## src/rtl/if_fetch_ctrl_pkg.sv

```systemverilog
// if_fetch_ctrl_pkg: shared types and constants for the IF-stage fetch sequencer
package if_fetch_ctrl_pkg;
    localparam logic [31:0] INSTR_BYTES = 32'd4;
    typedef struct packed {
        logic [31:0] pc;
        logic [31:0] instr;
    } fetch_entry_t;
    typedef enum logic [1:0] {BOOT, RUN, HOLD} fetch_state_e;
endpackage

```

## src/rtl/if_fetch_ctrl_if.sv

```systemverilog
// if_fetch_ctrl_if: fetch bus between branch/hazard logic, instruction memory and decode
interface if_fetch_ctrl_if;
    logic        redirect_valid;
    logic [31:0] redirect_addr;
    logic        stall;
    logic        imem_req;
    logic [31:0] imem_addr;
    logic [31:0] imem_rdata;
    logic        id_valid;
    logic [31:0] id_pc;
    logic [31:0] id_instr;
    logic        id_ready;
    logic        misalign;
    modport master (
        input  redirect_valid, redirect_addr, stall, imem_rdata, id_ready,
        output imem_req, imem_addr, id_valid, id_pc, id_instr, misalign
    );
    modport slave (
        output redirect_valid, redirect_addr, stall, imem_rdata, id_ready,
        input  imem_req, imem_addr, id_valid, id_pc, id_instr, misalign
    );
endinterface

```

## src/rtl/if_fetch_ctrl_fifo.sv

```systemverilog
// if_fetch_ctrl_fifo: synchronous fetch buffer with a registered head entry
module if_fetch_ctrl_fifo
    import if_fetch_ctrl_pkg::*;
#(
    parameter int DEPTH = 2
) (
    input  logic                   clk,
    input  logic                   rst_n,
    input  logic                   push,
    input  logic                   pop,
    input  logic                   flush,
    input  fetch_entry_t           din,
    output fetch_entry_t           head,
    output logic                   full,
    output logic                   empty,
    output logic [$clog2(DEPTH):0] count
);
    localparam int AW = $clog2(DEPTH);
    fetch_entry_t   mem [DEPTH];
    logic [AW-1:0]  wr_ptr, rd_ptr;
    logic           wr_en, rd_en;
    assign full  = count == (AW + 1)'(DEPTH);
    assign empty = count == '0;
    assign head  = mem[rd_ptr];
    assign wr_en = push && (!full || pop);
    assign rd_en = pop && !empty;
    // storage and pointers; flush empties the buffer without touching stored data
    always_ff @(posedge clk) begin
        if (!rst_n || flush) begin
            wr_ptr <= '0;
            rd_ptr <= '0;
            count  <= '0;
        end else begin
            if (wr_en) begin
                mem[wr_ptr] <= din;
                wr_ptr      <= wr_ptr + 1'b1;
            end
            if (rd_en) rd_ptr <= rd_ptr + 1'b1;
            count <= count + (AW + 1)'(wr_en) - (AW + 1)'(rd_en);
        end
    end
endmodule

```

## src/rtl/if_fetch_ctrl.sv

```systemverilog
// if_fetch_ctrl: PC owner and fetch sequencer feeding decode through a small buffer
module if_fetch_ctrl
    import if_fetch_ctrl_pkg::*;
#(
    parameter logic [31:0] RESET_PC   = 32'h0000_0000,
    parameter int          FIFO_DEPTH = 2
) (
    input logic            clk,
    input logic            rst_n,
    if_fetch_ctrl_if.master bus
);
    localparam int CW = $clog2(FIFO_DEPTH) + 1;
    fetch_state_e  state;
    logic [31:0]   pc;
    logic          inflight;
    logic          misalign_q;
    logic          push, pop, full, empty;
    logic [CW-1:0] count, free_slots;
    fetch_entry_t  head;
    // a redirect flushes the buffer, so it also kills the landing response and any pop
    assign pop        = bus.id_valid && bus.id_ready && !bus.redirect_valid;
    assign push       = inflight && !bus.redirect_valid;
    // a slot freed by this cycle's pop is already usable as credit for a new request
    assign free_slots = CW'(FIFO_DEPTH) - count + CW'(pop);
    assign bus.imem_req  = (state == RUN) && !bus.stall && !bus.redirect_valid &&
                           (free_slots > CW'(inflight));
    assign bus.imem_addr = pc;
    assign bus.id_valid  = !empty;
    assign bus.id_pc     = empty ? '0 : head.pc;
    assign bus.id_instr  = empty ? '0 : head.instr;
    assign bus.misalign  = misalign_q;
    if_fetch_ctrl_fifo #(.DEPTH(FIFO_DEPTH)) u_fifo (
        .clk   (clk),
        .rst_n (rst_n),
        .push  (push),
        .pop   (pop),
        .flush (bus.redirect_valid),
        .din   ('{pc: pc - INSTR_BYTES, instr: bus.imem_rdata}),
        .head  (head),
        .full  (full),
        .empty (empty),
        .count (count)
    );
    // sequencer state, program counter, in-flight tracking and misalign pulse
    always_ff @(posedge clk) begin
        if (!rst_n) begin
            state      <= BOOT;
            pc         <= RESET_PC;
            inflight   <= 1'b0;
            misalign_q <= 1'b0;
        end else begin
            inflight   <= bus.imem_req;
            misalign_q <= bus.redirect_valid && (bus.redirect_addr[1:0] != 2'b00);
            pc         <= bus.redirect_valid ? {bus.redirect_addr[31:2], 2'b00} :
                          bus.imem_req       ? pc + INSTR_BYTES : pc;
            case (state)
                BOOT:    state <= RUN;
                RUN:     if (!bus.redirect_valid && full && !inflight && !pop) state <= HOLD;
                default: if (bus.redirect_valid || !full) state <= RUN;
            endcase
        end
    end
endmodule

```

## src/flat_wrapper.sv

```systemverilog
// flat-port wrapper written by rule: the top's interface ports become plain ports
module if_fetch_ctrl_flat import if_fetch_ctrl_pkg::*;
#(
    parameter logic [31:0] RESET_PC   = 32'h0000_0000,
    parameter int          FIFO_DEPTH = 2
)
  (clk, rst_n, bus_redirect_valid, bus_redirect_addr, bus_stall, bus_imem_rdata, bus_id_ready, bus_imem_req, bus_imem_addr, bus_id_valid, bus_id_pc, bus_id_instr, bus_misalign);
  if_fetch_ctrl_if bus_i ();
  input logic clk;
  input logic rst_n;
  input wire logic [$bits(bus_i.redirect_valid)-1:0] bus_redirect_valid;
  input wire logic [$bits(bus_i.redirect_addr)-1:0] bus_redirect_addr;
  input wire logic [$bits(bus_i.stall)-1:0] bus_stall;
  input wire logic [$bits(bus_i.imem_rdata)-1:0] bus_imem_rdata;
  input wire logic [$bits(bus_i.id_ready)-1:0] bus_id_ready;
  output wire logic [$bits(bus_i.imem_req)-1:0] bus_imem_req;
  output wire logic [$bits(bus_i.imem_addr)-1:0] bus_imem_addr;
  output wire logic [$bits(bus_i.id_valid)-1:0] bus_id_valid;
  output wire logic [$bits(bus_i.id_pc)-1:0] bus_id_pc;
  output wire logic [$bits(bus_i.id_instr)-1:0] bus_id_instr;
  output wire logic [$bits(bus_i.misalign)-1:0] bus_misalign;
  assign bus_i.redirect_valid = bus_redirect_valid;
  assign bus_i.redirect_addr = bus_redirect_addr;
  assign bus_i.stall = bus_stall;
  assign bus_i.imem_rdata = bus_imem_rdata;
  assign bus_i.id_ready = bus_id_ready;
  assign bus_imem_req = bus_i.imem_req;
  assign bus_imem_addr = bus_i.imem_addr;
  assign bus_id_valid = bus_i.id_valid;
  assign bus_id_pc = bus_i.id_pc;
  assign bus_id_instr = bus_i.id_instr;
  assign bus_misalign = bus_i.misalign;
  if_fetch_ctrl #(.RESET_PC(RESET_PC), .FIFO_DEPTH(FIFO_DEPTH)) u_core (.clk(clk), .rst_n(rst_n), .bus(bus_i));
endmodule
```

## config.mk

```make
export PLATFORM = sky130hd
export DESIGN_NAME = if_fetch_ctrl_flat
export DESIGN_NICKNAME = d
export VERILOG_FILES = /design/src/rtl/if_fetch_ctrl_pkg.sv /design/src/rtl/if_fetch_ctrl_if.sv /design/src/rtl/if_fetch_ctrl_fifo.sv /design/src/rtl/if_fetch_ctrl.sv /design/src/flat_wrapper.sv
export SDC_FILE = /design/constraint.sdc
export NUM_CORES = 1
export LEC_CHECK = 0
export CORE_ASPECT_RATIO = 1.1
export CORE_UTILIZATION = 47
export CTS_CLUSTER_DIAMETER = 100
export DETAILED_ROUTE_END_ITERATION = 12
export PLACE_DENSITY = 0.77
export SYNTH_ARGS = -nofsm -noshare
export SYNTH_HDL_FRONTEND = slang
export SYNTH_HIERARCHICAL = 1
export SYNTH_SLANG_ARGS = --single-unit
```

## constraint.sdc

```tcl
create_clock -name clk -period 6.9 [get_ports clk]
set_input_delay 0.69 -clock clk [delete_from_list [all_inputs] [get_ports clk]]
set_output_delay 0.69 -clock clk [all_outputs]
set_load 0.1 [all_outputs]
```

* Yosys cells after proc, flatten, opt, wreduce, memory -nomap -nowiden
Memory sizes are Yosys's and may differ from the RTL's. A register that Yosys moved wholly into a read port is not among the register bits. Index checks and enable logic that the tools add are counted.
Storage, ports and cells: register bits 40, RAM bits 128, input bits 69, output and inout bits 99, memories kept 1
Operators by class: add/subtract/negate cells 8, $lt $le $gt $ge 1, equal/unequal tests 3, mux-type cells 12, bitwise gates (word level) 1, reductions and logical operators 29
Memories:
- u_core.u_fifo.mem | words 2, bits a word 64, rd ports 1, clocked after Yosys merged registers in 1, wr ports 1, line if_fetch_ctrl_fifo.sv:19 | fetch_entry_t mem [DEPTH];
Operators with widths (count):
- 32-bit two-way mux | 4
- 32-bit by 3-bit adder with 32-bit output, second input constant | 1
- 32-bit by 3-bit subtractor with 32-bit output, second input constant | 1
- 1-bit logical AND | 12
- 1-bit logical NOT | 7
- 1-bit two-way mux | 5
- 2-bit by 1-bit adder with 2-bit output | 2
- 2-bit logical NOT | 2
- 2-bit two-way mux | 2
- 2-bit one-hot mux with 2 select lines | 1
- 2-bit nonzero test | 2
- 1-bit logical OR | 3
- 3-bit nonzero test | 1
- 1-bit adder, second input constant | 2
- 2-bit by 1-bit == test with 1-bit output, second input constant | 1
- 2-bit == test, second input constant | 1
- 2-bit by 1-bit greater-than comparator with 1-bit output | 1
- 2-bit != test, second input constant | 1
- 2-bit AND reduction | 1
- 2-bit OR reduction | 1
- 2-bit by 1-bit subtractor with 2-bit output | 1
- 2-bit subtractor, first input constant | 1
- 1-bit NOT | 1

* Longest topological paths before layout
Gate-level depths: netlist of the first run.
depth in word-level cells 9, mapped depth 12

* By module
Netlist of the first run, hierarchy kept.
By module, submodules not included:
- if_fetch_ctrl_fifo | instances 1, cells an instance 228, area each 5176.2 um^2, seq. area each 3943.8 um^2
- if_fetch_ctrl | instances 1, cells an instance 391, area each 2930.3 um^2, seq. area each 680.7 um^2

* Worst setup path after synthesis of the first run
OpenSTA, ideal clock, no wires.
kind in2reg, start input port bus_redirect_valid, end memory u_core/u_fifo/mem[1][0] (netlist bit), enable pin, library setup time 0.565 ns, arrival time 6.012 ns, required time 6.335 ns, slack 0.323 ns, stages on the path 7, path through clkbuf_1 inv_1 clkbuf_1 nand3_1 inv_1 o21ai_2 nor3_1
On the way: cells in the longest elaborated chain, start to end 7, elaborated cells on any way between the ends 9, those cells by class mux (3); reduce/logical (6)
Ends and longest elaborated chain:
- start, declared | line flat_wrapper.sv:11 | input wire logic [$bits(bus_i.redirect_valid)-1:0] bus_redirect_valid;
- 1-bit logical NOT | line if_fetch_ctrl.sv:21 | assign pop = bus.id_valid && bus.id_ready && !bus.redirect_valid;
- 1-bit logical AND | line if_fetch_ctrl.sv:21
- named net u_core.pop | line if_fetch_ctrl.sv:17 | logic push, pop, full, empty;
- 1-bit logical OR | line if_fetch_ctrl_fifo.sv:25 | assign wr_en = push && (!full || pop);
- 1-bit logical AND | line if_fetch_ctrl_fifo.sv:25
- 1-bit two-way mux | line if_fetch_ctrl_fifo.sv:34 | if (wr_en) begin
- 1-bit two-way mux | line if_fetch_ctrl_fifo.sv:29 | if (!rst_n || flush) begin
- 1-bit two-way mux (implied by the code) | line if_fetch_ctrl_fifo.sv:35 | mem[wr_ptr] <= din;
- end, declared | line if_fetch_ctrl_fifo.sv:19
The timed path passes the listed nets, and every way through them passes these cells.

* Worst setup path after layout of the first run
start input port bus_redirect_valid, end output port bus_imem_req
On the way: cells in the longest elaborated chain, start to end 5, elaborated cells on any way between the ends 6, those cells by class add/sub (1); order compare (1); reduce/logical (4)
Ends and longest elaborated chain:
- 1-bit logical NOT (*) | line if_fetch_ctrl.sv:21, if_fetch_ctrl.sv:25
- 1-bit logical AND | line if_fetch_ctrl.sv:21
- 2-bit by 1-bit adder with 2-bit output | line if_fetch_ctrl.sv:24 | assign free_slots = CW'(FIFO_DEPTH) - count + CW'(pop);
- 2-bit by 1-bit greater-than comparator with 1-bit output | line if_fetch_ctrl.sv:26 | (free_slots > CW'(inflight));
- 1-bit logical AND (*) | line if_fetch_ctrl.sv:25 | assign bus.imem_req = (state == RUN) && !bus.stall && !bus.redirect_valid &&
- end, declared | line flat_wrapper.sv:16 | output wire logic [$bits(bus_i.imem_req)-1:0] bus_imem_req;
Every way passes the cells marked *; elsewhere a longest branch is shown, timed or not.

==> run metrics, run 1 <==
Slowest-stage cell, CP=clkdlybuf4s50_1; Pwr Total=2.30 mW; DPL Wire Length=11,400 µm; Total Routing Usage GR=19.3%; Synth Area in Compound Gates=4.71%; RSZ-0062 raised after global routing=no; XOR/XNOR share of the synthesized area=6.27%; Synth top area share=47.4%; post-synthesis simple-gate area fraction=14.7%; placed instance area=0.00984 mm²; Residual DRC=0; Top FF cell, synth=edfxtp_1; layout cell share with drive strength beyond 1=15.1%; initial antenna violation count=0; Yosys reg bits=167; Yosys cell types=53; core footprint=0.0170 mm²; die height=140 µm; CP peak stage delay=1150 ps; critical setup path kind=in -> out; Rel. slew slack=12.3%; Finished Layout Cells=1,018; final WL=16,600 µm; Max Slew Vio Count=0; Seq/Total Area, Yosys=57.0%; CP arrival=3830 ps; post-CTS setup buffer count=0; TritonCTS Buffers=17; Final period util=65.5%; Buffers & Inverters on Critical Path=3; Netlist Area Pre-Place=0.00811 mm²; fillers=1,346; Finish-stage setup viols=0; Max-Cap Viols=0; worst vdd ir=0.159 mV; DRT iter0 DRCs=407; Post-synth EDFFs=128; Die Area=0.0178 mm²; Worst setup EP type=output pin; Fin Setup TNS=0 ps; Placer Congestion=0.862; Post-CTS Hold Fix Bufs=0; cts repair resizes=0; Slew @ Worst Pin=1300 ps; Pwr Density=221 mW/mm²; fin util=61.4%; Syn. warnings=6; input/output buffers=165; clk root buf=clkbuf_16; routed vias/inst=5.08; Max Root-Sink Buffers=2; global route overflow=0; Clock Latency Late Sink=410 ps; highest clock rate=0.221 GHz; mux contribution to synthesized area=11.9%; clock share of power=39.0%; final worst slack=2380 ps; clock sinks=167; global-route wire length before repair=26,600 µm; via count=5,170; synthesized instance count=619; synth top area cells=edfxtp_1 47%, mux2_4 11%, dfxtp_1 9.6%; fin crit period=4520 ps; sequential power share=49.3%; Synth Area in Adders=0.926%; Fin Clk Skew=8.35 ps; vias in the first global route=5,161; area grow syn2layout=28.3%; die width=127 µm; asr flop ratio synth=0%; Psw=0.570 mW; WL/cell=16.4 µm; Power Internal=1.73 mW; Routed Antenna Nets=0; Leak Pwr=3.63 nW; Worst-path clk slew=60 ps; placed insts=986; pin count of the biggest net entering global routing=65; sw frac=24.8%; CP max FO=10; Initial DRT Pass Iterations=5; IO Count=168; CTS H-tree lvls=4; delay-heaviest family, CP=buffers and inverters; Startpoint Class=input pin; Rows=50; fin area=0.0104 mm²; syn avg cell area=13.1 µm²; crit path cell chain=clkdlybuf4s50_1 > inv_1 > nand3_1 > ha_1 > ha_1 > nor2_1 > o21ai_0 > nor2_1 > clkdlybuf4s50_1; CTS tree=built; Hold WC Path Type=reg -> reg; Final #Nets=846; largest family of logic cells by synthesized area=simple AND/OR/NAND/NOR gates; status=finished, final reports clean; antenna diode count=0; Hold Worst Slack=509 ps; Req. time, crit path=6210 ps; Fin. Hold Viols=0; cell taking the most area after synthesis=edfxtp_1; combinational share of power=11.7%; Initial Util=47.8%; pre-CTS WS=2400 ps
## area by class of cell
cell class                      count  area [µm²]  area share (%)
Clock buffer                       24         493            4.74
Clock inverter                      8        70.1           0.674
Inverter                           15        56.3           0.541
Multi-Input combinational cell    399        3170            30.4
Sequential cell                   167        4630            44.5
Tap cell                          234         293            2.81
Timing Repair Buffer              171        1700            16.3
## Yosys cell counts, types with 4 or more instances
cell type and count:
a21oi_1 28, and3_1 5, buf_12 6, buf_2 7
clkbuf_1 24, dfxtp_1 39, edfxtp_1 128, ha_1 6
inv_1 15, mux2_2 4, mux2_4 60, nand2_1 23
nand2b_1 4, nand3_1 8, nand3b_1 4, nand4_1 14
nor2_1 28, nor2b_1 66, nor3_1 11, nor4_1 7
o21ai_0 28, xnor2_1 22, xor2_1 36
## final timing paths
check | depth (start not counted) | end | slack, ps | startpoint
setup reg to reg | 11 | u_core/bus.imem_addr[24]$_SDFFE_PN0P_ | 3860 | u_core/u_fifo/count[1]$_SDFF_PP0_
setup / recovery | 9 | bus_imem_req | 2380 | bus_redirect_valid
hold reg to reg | 2 | u_core/state[1]$_SDFFE_PN0P_ | 510 | u_core/state[1]$_SDFFE_PN0P_
hold / removal | 2 | u_core/state[1]$_SDFFE_PN0P_ | 510 | u_core/state[1]$_SDFFE_PN0P_
## routing by layer
| layer | global-route usage [%] | routed length, µm | share of wire, % | vias up |
|---|---|---|---|---|
| met1 | 23.5 | 7190 | 43 | 2468 |
| met5 | 0 | 0 | 0 | - |
| met4 | 6.70 | 213 | 1.3 | 0 |
| li1 | - | - | - | 2523 |
| met2 | 33.6 | 8330 | 50 | 162 |
| met3 | 4.50 | 917 | 5.5 | 17 |
## kinds of logic (layout without fill, tap and decap cells)
group,count (synthesis),in the layout
fa+ha+maj,6,6
compound gates,68,68
other cells,1,6
xor+xnor,58,58
buf+inv,58,218
flops,167,167
mux,66,66
simple gates,195,195
## cell usage in the layout, fill, tap and decap left out, types with 7 or more instances in the layout
cell type          n
a21oi_1           28
o21ai_0           28
inv_1             15
mux2_4            60
clkdlybuf4s50_1  165
nand2_1           23
nand4_1           14
xor2_1            36
nor3_1            10
dfxtp_1           38
edfxtp_1         128
xnor2_1           22
nor4_1             7
nor2b_1           66
clkbuf_16         18
nand3_1            8
nor2_1            26
## state kept, by name (all words and copies together), names as in the netlist, named ones only
name / flops
u_core/bus.imem_addr: 30
u_core/bus.misalign: 1
u_core/inflight: 1
u_core/state: 2
u_core/u_fifo/count: 2
u_core/u_fifo/mem: 128
u_core/u_fifo/rd_ptr: 1
u_core/u_fifo/wr_ptr: 1
## power groups by stage
stage | Sequential, mW | Combinational [mW] | Clock, mW
after floorplan | 1.23 | 0.107 | 0
after global placement | 1.15 | 0.263 | 0
after detailed placement | 1.16 | 0.268 | 0
after CTS | 1.13 | 0.269 | 0.916
after global routing | 1.14 | 0.283 | 0.953
final | 1.13 | 0.268 | 0.897
## tightest hold or removal path, delay by kind of cell, from the launching register on
family,cells,cell delay (ps)
AOI/OAI and AO/OA,1,60
DFF,1,320
buffers and inverters,1,80
No activity file was read; power rests on OpenSTA's default activity.
==> run 2, diff against run 1 <==
- CORE_UTILIZATION: 47 -> 52
- PLACE_DENSITY: 0.77 -> 0.81
- clock period: 6.9 -> 4.4 ns (I/O delays scaled with it)
==> run metrics, run 2 (synthesis gave the netlist of run 1 again) <==
commonest non-fill, non-tap cell in the layout=clkdlybuf4s50_1; DRT iter0 DRCs=364 (-11%); RSZ-0062 raised after global routing=no; Placer Congestion=0.917 (+6.4%); Slew @ Worst Pin=1130 ps (-174 ps); combinational share of power=11.6% (about the same); global-route wire length before repair=26,600 µm (about the same); CP max FO=42 (+32); delay-heaviest family, CP=simple AND/OR/NAND/NOR gates; Fin Setup TNS=0 ps (unchanged); global route overflow=0 (unchanged); initial antenna violation count=0 (unchanged); pre-CTS WS=746 ps (-1650 ps); Fin Clk Skew=8.38 ps (+0.0378 ps); sequential power share=48.5% (-0.8 points); most frequent cells in the layout=164 x clkdlybuf4s50_1, 128 x edfxtp_1, 66 x nor2b_1; final WL=16,900 µm (+1.3%); Rel. slew slack=24.1% (+12 points); antenna diode count=0 (unchanged); via count=5,232 (+1.2%); clk root buf=clkbuf_16; Hold Path Stages=2 (unchanged); Power Internal=2.76 mW (+59%); Psw=0.913 mW (+60%); Max-Cap Viols=0 (unchanged); Initial Util=53.6% (+5.8 points); Max Root-Sink Buffers=2 (unchanged); highest clock rate=0.253 GHz; number of flip-flops under the largest register name=128 (unchanged); Pwr Density=352 mW/mm² (+59%); crit path cell chain=nor2_4 > buf_4 > inv_1 > nand3_1 > ha_1 > ha_1 > nor2_1 > o21ai_0 > nor2_1 > buf_12; CTS tree=built; core footprint=0.0151 mm² (-11%); Startpoint Class=flip-flop; WP depth=10 (+1); worst vdd ir=0.196 mV (+23%); Reg2Reg Depth=11 (unchanged); Max Slew Vio Count=0 (unchanged); Post-CTS Hold Fix Bufs=0 (unchanged); Slowest-stage cell, CP=nor2_4; input/output buffers=165 (unchanged); R2R Setup Slk=770 ps (-3090 ps); status=finished, final reports clean; TritonCTS Buffers=17 (unchanged); die height=133 µm (-4.9%); Buffers & Inverters on Critical Path=3 (unchanged); vias in the first global route=5,312 (+2.9%); layout cell share with drive strength beyond 1=15.8% (+0.75 points); Rows=47 (-6.0%); cts repair resizes=0 (unchanged); DPL Wire Length=11,500 µm (+0.30%); area grow syn2layout=28.6%; Finish-stage setup viols=0 (unchanged); CP arrival=3510 ps (-320 ps); Final period util=89.8%; routed vias/inst=5.33 (+5.0%); WL/cell=17.2 µm (+5.1%); critical setup path kind=reg -> out; Routed Antenna Nets=0 (unchanged); CP peak stage delay=510 ps (-640 ps); fillers=1,057 (-21%); Final #Nets=849 (+0.35%); CTS H-tree lvls=4 (unchanged); sw frac=24.9% (+0.097 points); Total Routing Usage GR=21.3% (+2.0 points); Fin. Hold Viols=0 (unchanged); post-CTS setup buffer count=0 (unchanged); Req. time, crit path=3960 ps (-2250 ps); final worst slack=451 ps (-1930 ps); Initial DRT Pass Iterations=5 (unchanged); pin count of the biggest net entering global routing=65 (unchanged); Reg with most FFs=u_core/u_fifo/mem; clock sinks=167 (unchanged); Leak Pwr=3.67 nW (+1.1%); Pwr Total=3.67 mW (+60%); Clock Latency Late Sink=410 ps (about the same); Residual DRC=0 (unchanged); Hold WC Path Type=reg -> reg; clock share of power=39.9% (+0.9 points); die width=121 µm (-4.9%); Die Area=0.0161 mm² (-9.5%); fin crit period=3950 ps; Worst setup EP type=output pin; Worst-path clk slew=60 ps (about the same); IO Count=168 (unchanged)
==> run 2: through the flow <==
step           instance area [µm²]  hold WS, ps  utilization (%)  instances
5_1_grt                      10400          550             69.0        981
3_3_place_gp                  9840          487             65.1        951
4_1_cts                      10400          512             69.0        981
3_5_place_dp                  9840          499             65.1        951
2_1_floorplan                 8140          470                -        624
6_report                     10400          515             69.0        981
==> run 2: tightest hold or removal path: stages, from the launching register on <==
cell and delay, ps:
dfxtp_1 330, xnor2_1 80, nor2_1 70
==> run 2: power groups by stage <==
stage / Combinational, mW / Sequential [mW] / Clock, mW
5_1_grt: 0.446 / 1.78 / 1.55
3_3_place_gp: 0.415 / 1.81 / 0
3_5_place_dp: 0.422 / 1.81 / 0
2_1_floorplan: 0.168 / 1.92 / 0
6_report: 0.425 / 1.78 / 1.47
4_1_cts: 0.425 / 1.78 / 1.49
==> run 2: layer usage <==
metal,global-route usage [%],routed length [µm],vias to the layer above
met1,27.3,7240,2500
li1,-,-,2516
met5,0,0,-
met3,5.65,1120,13
met2,35.6,8330,203
met4,6.04,175,0
==> run 2: path summary, 6_finish.rpt <==
kind,from,endpoint
worst max-delay path,u_core/u_fifo/count[1]$_SDFF_PP0_,bus_imem_req
worst min register to register,u_core/u_fifo/rd_ptr$_SDFFE_PP0P_,u_core/u_fifo/rd_ptr$_SDFFE_PP0P_
worst max register to register,u_core/u_fifo/count[1]$_SDFF_PP0_,u_core/bus.imem_addr[5]$_SDFFE_PN0P_
worst min-delay path,u_core/u_fifo/rd_ptr$_SDFFE_PP0P_,u_core/u_fifo/rd_ptr$_SDFFE_PP0P_
==> run 2: area by class of cell <==
class / instances / area [µm²] / area share (%)
Multi-Input combinational cell: 399 / 3170 / 30.4
Clock inverter: 13 / 156 / 1.50
Tap cell: 196 / 245 / 2.35
Timing Repair Buffer: 174 / 1740 / 16.7
Sequential cell: 167 / 4630 / 44.4
Inverter: 15 / 56.3 / 0.540
Clock buffer: 17 / 425 / 4.08
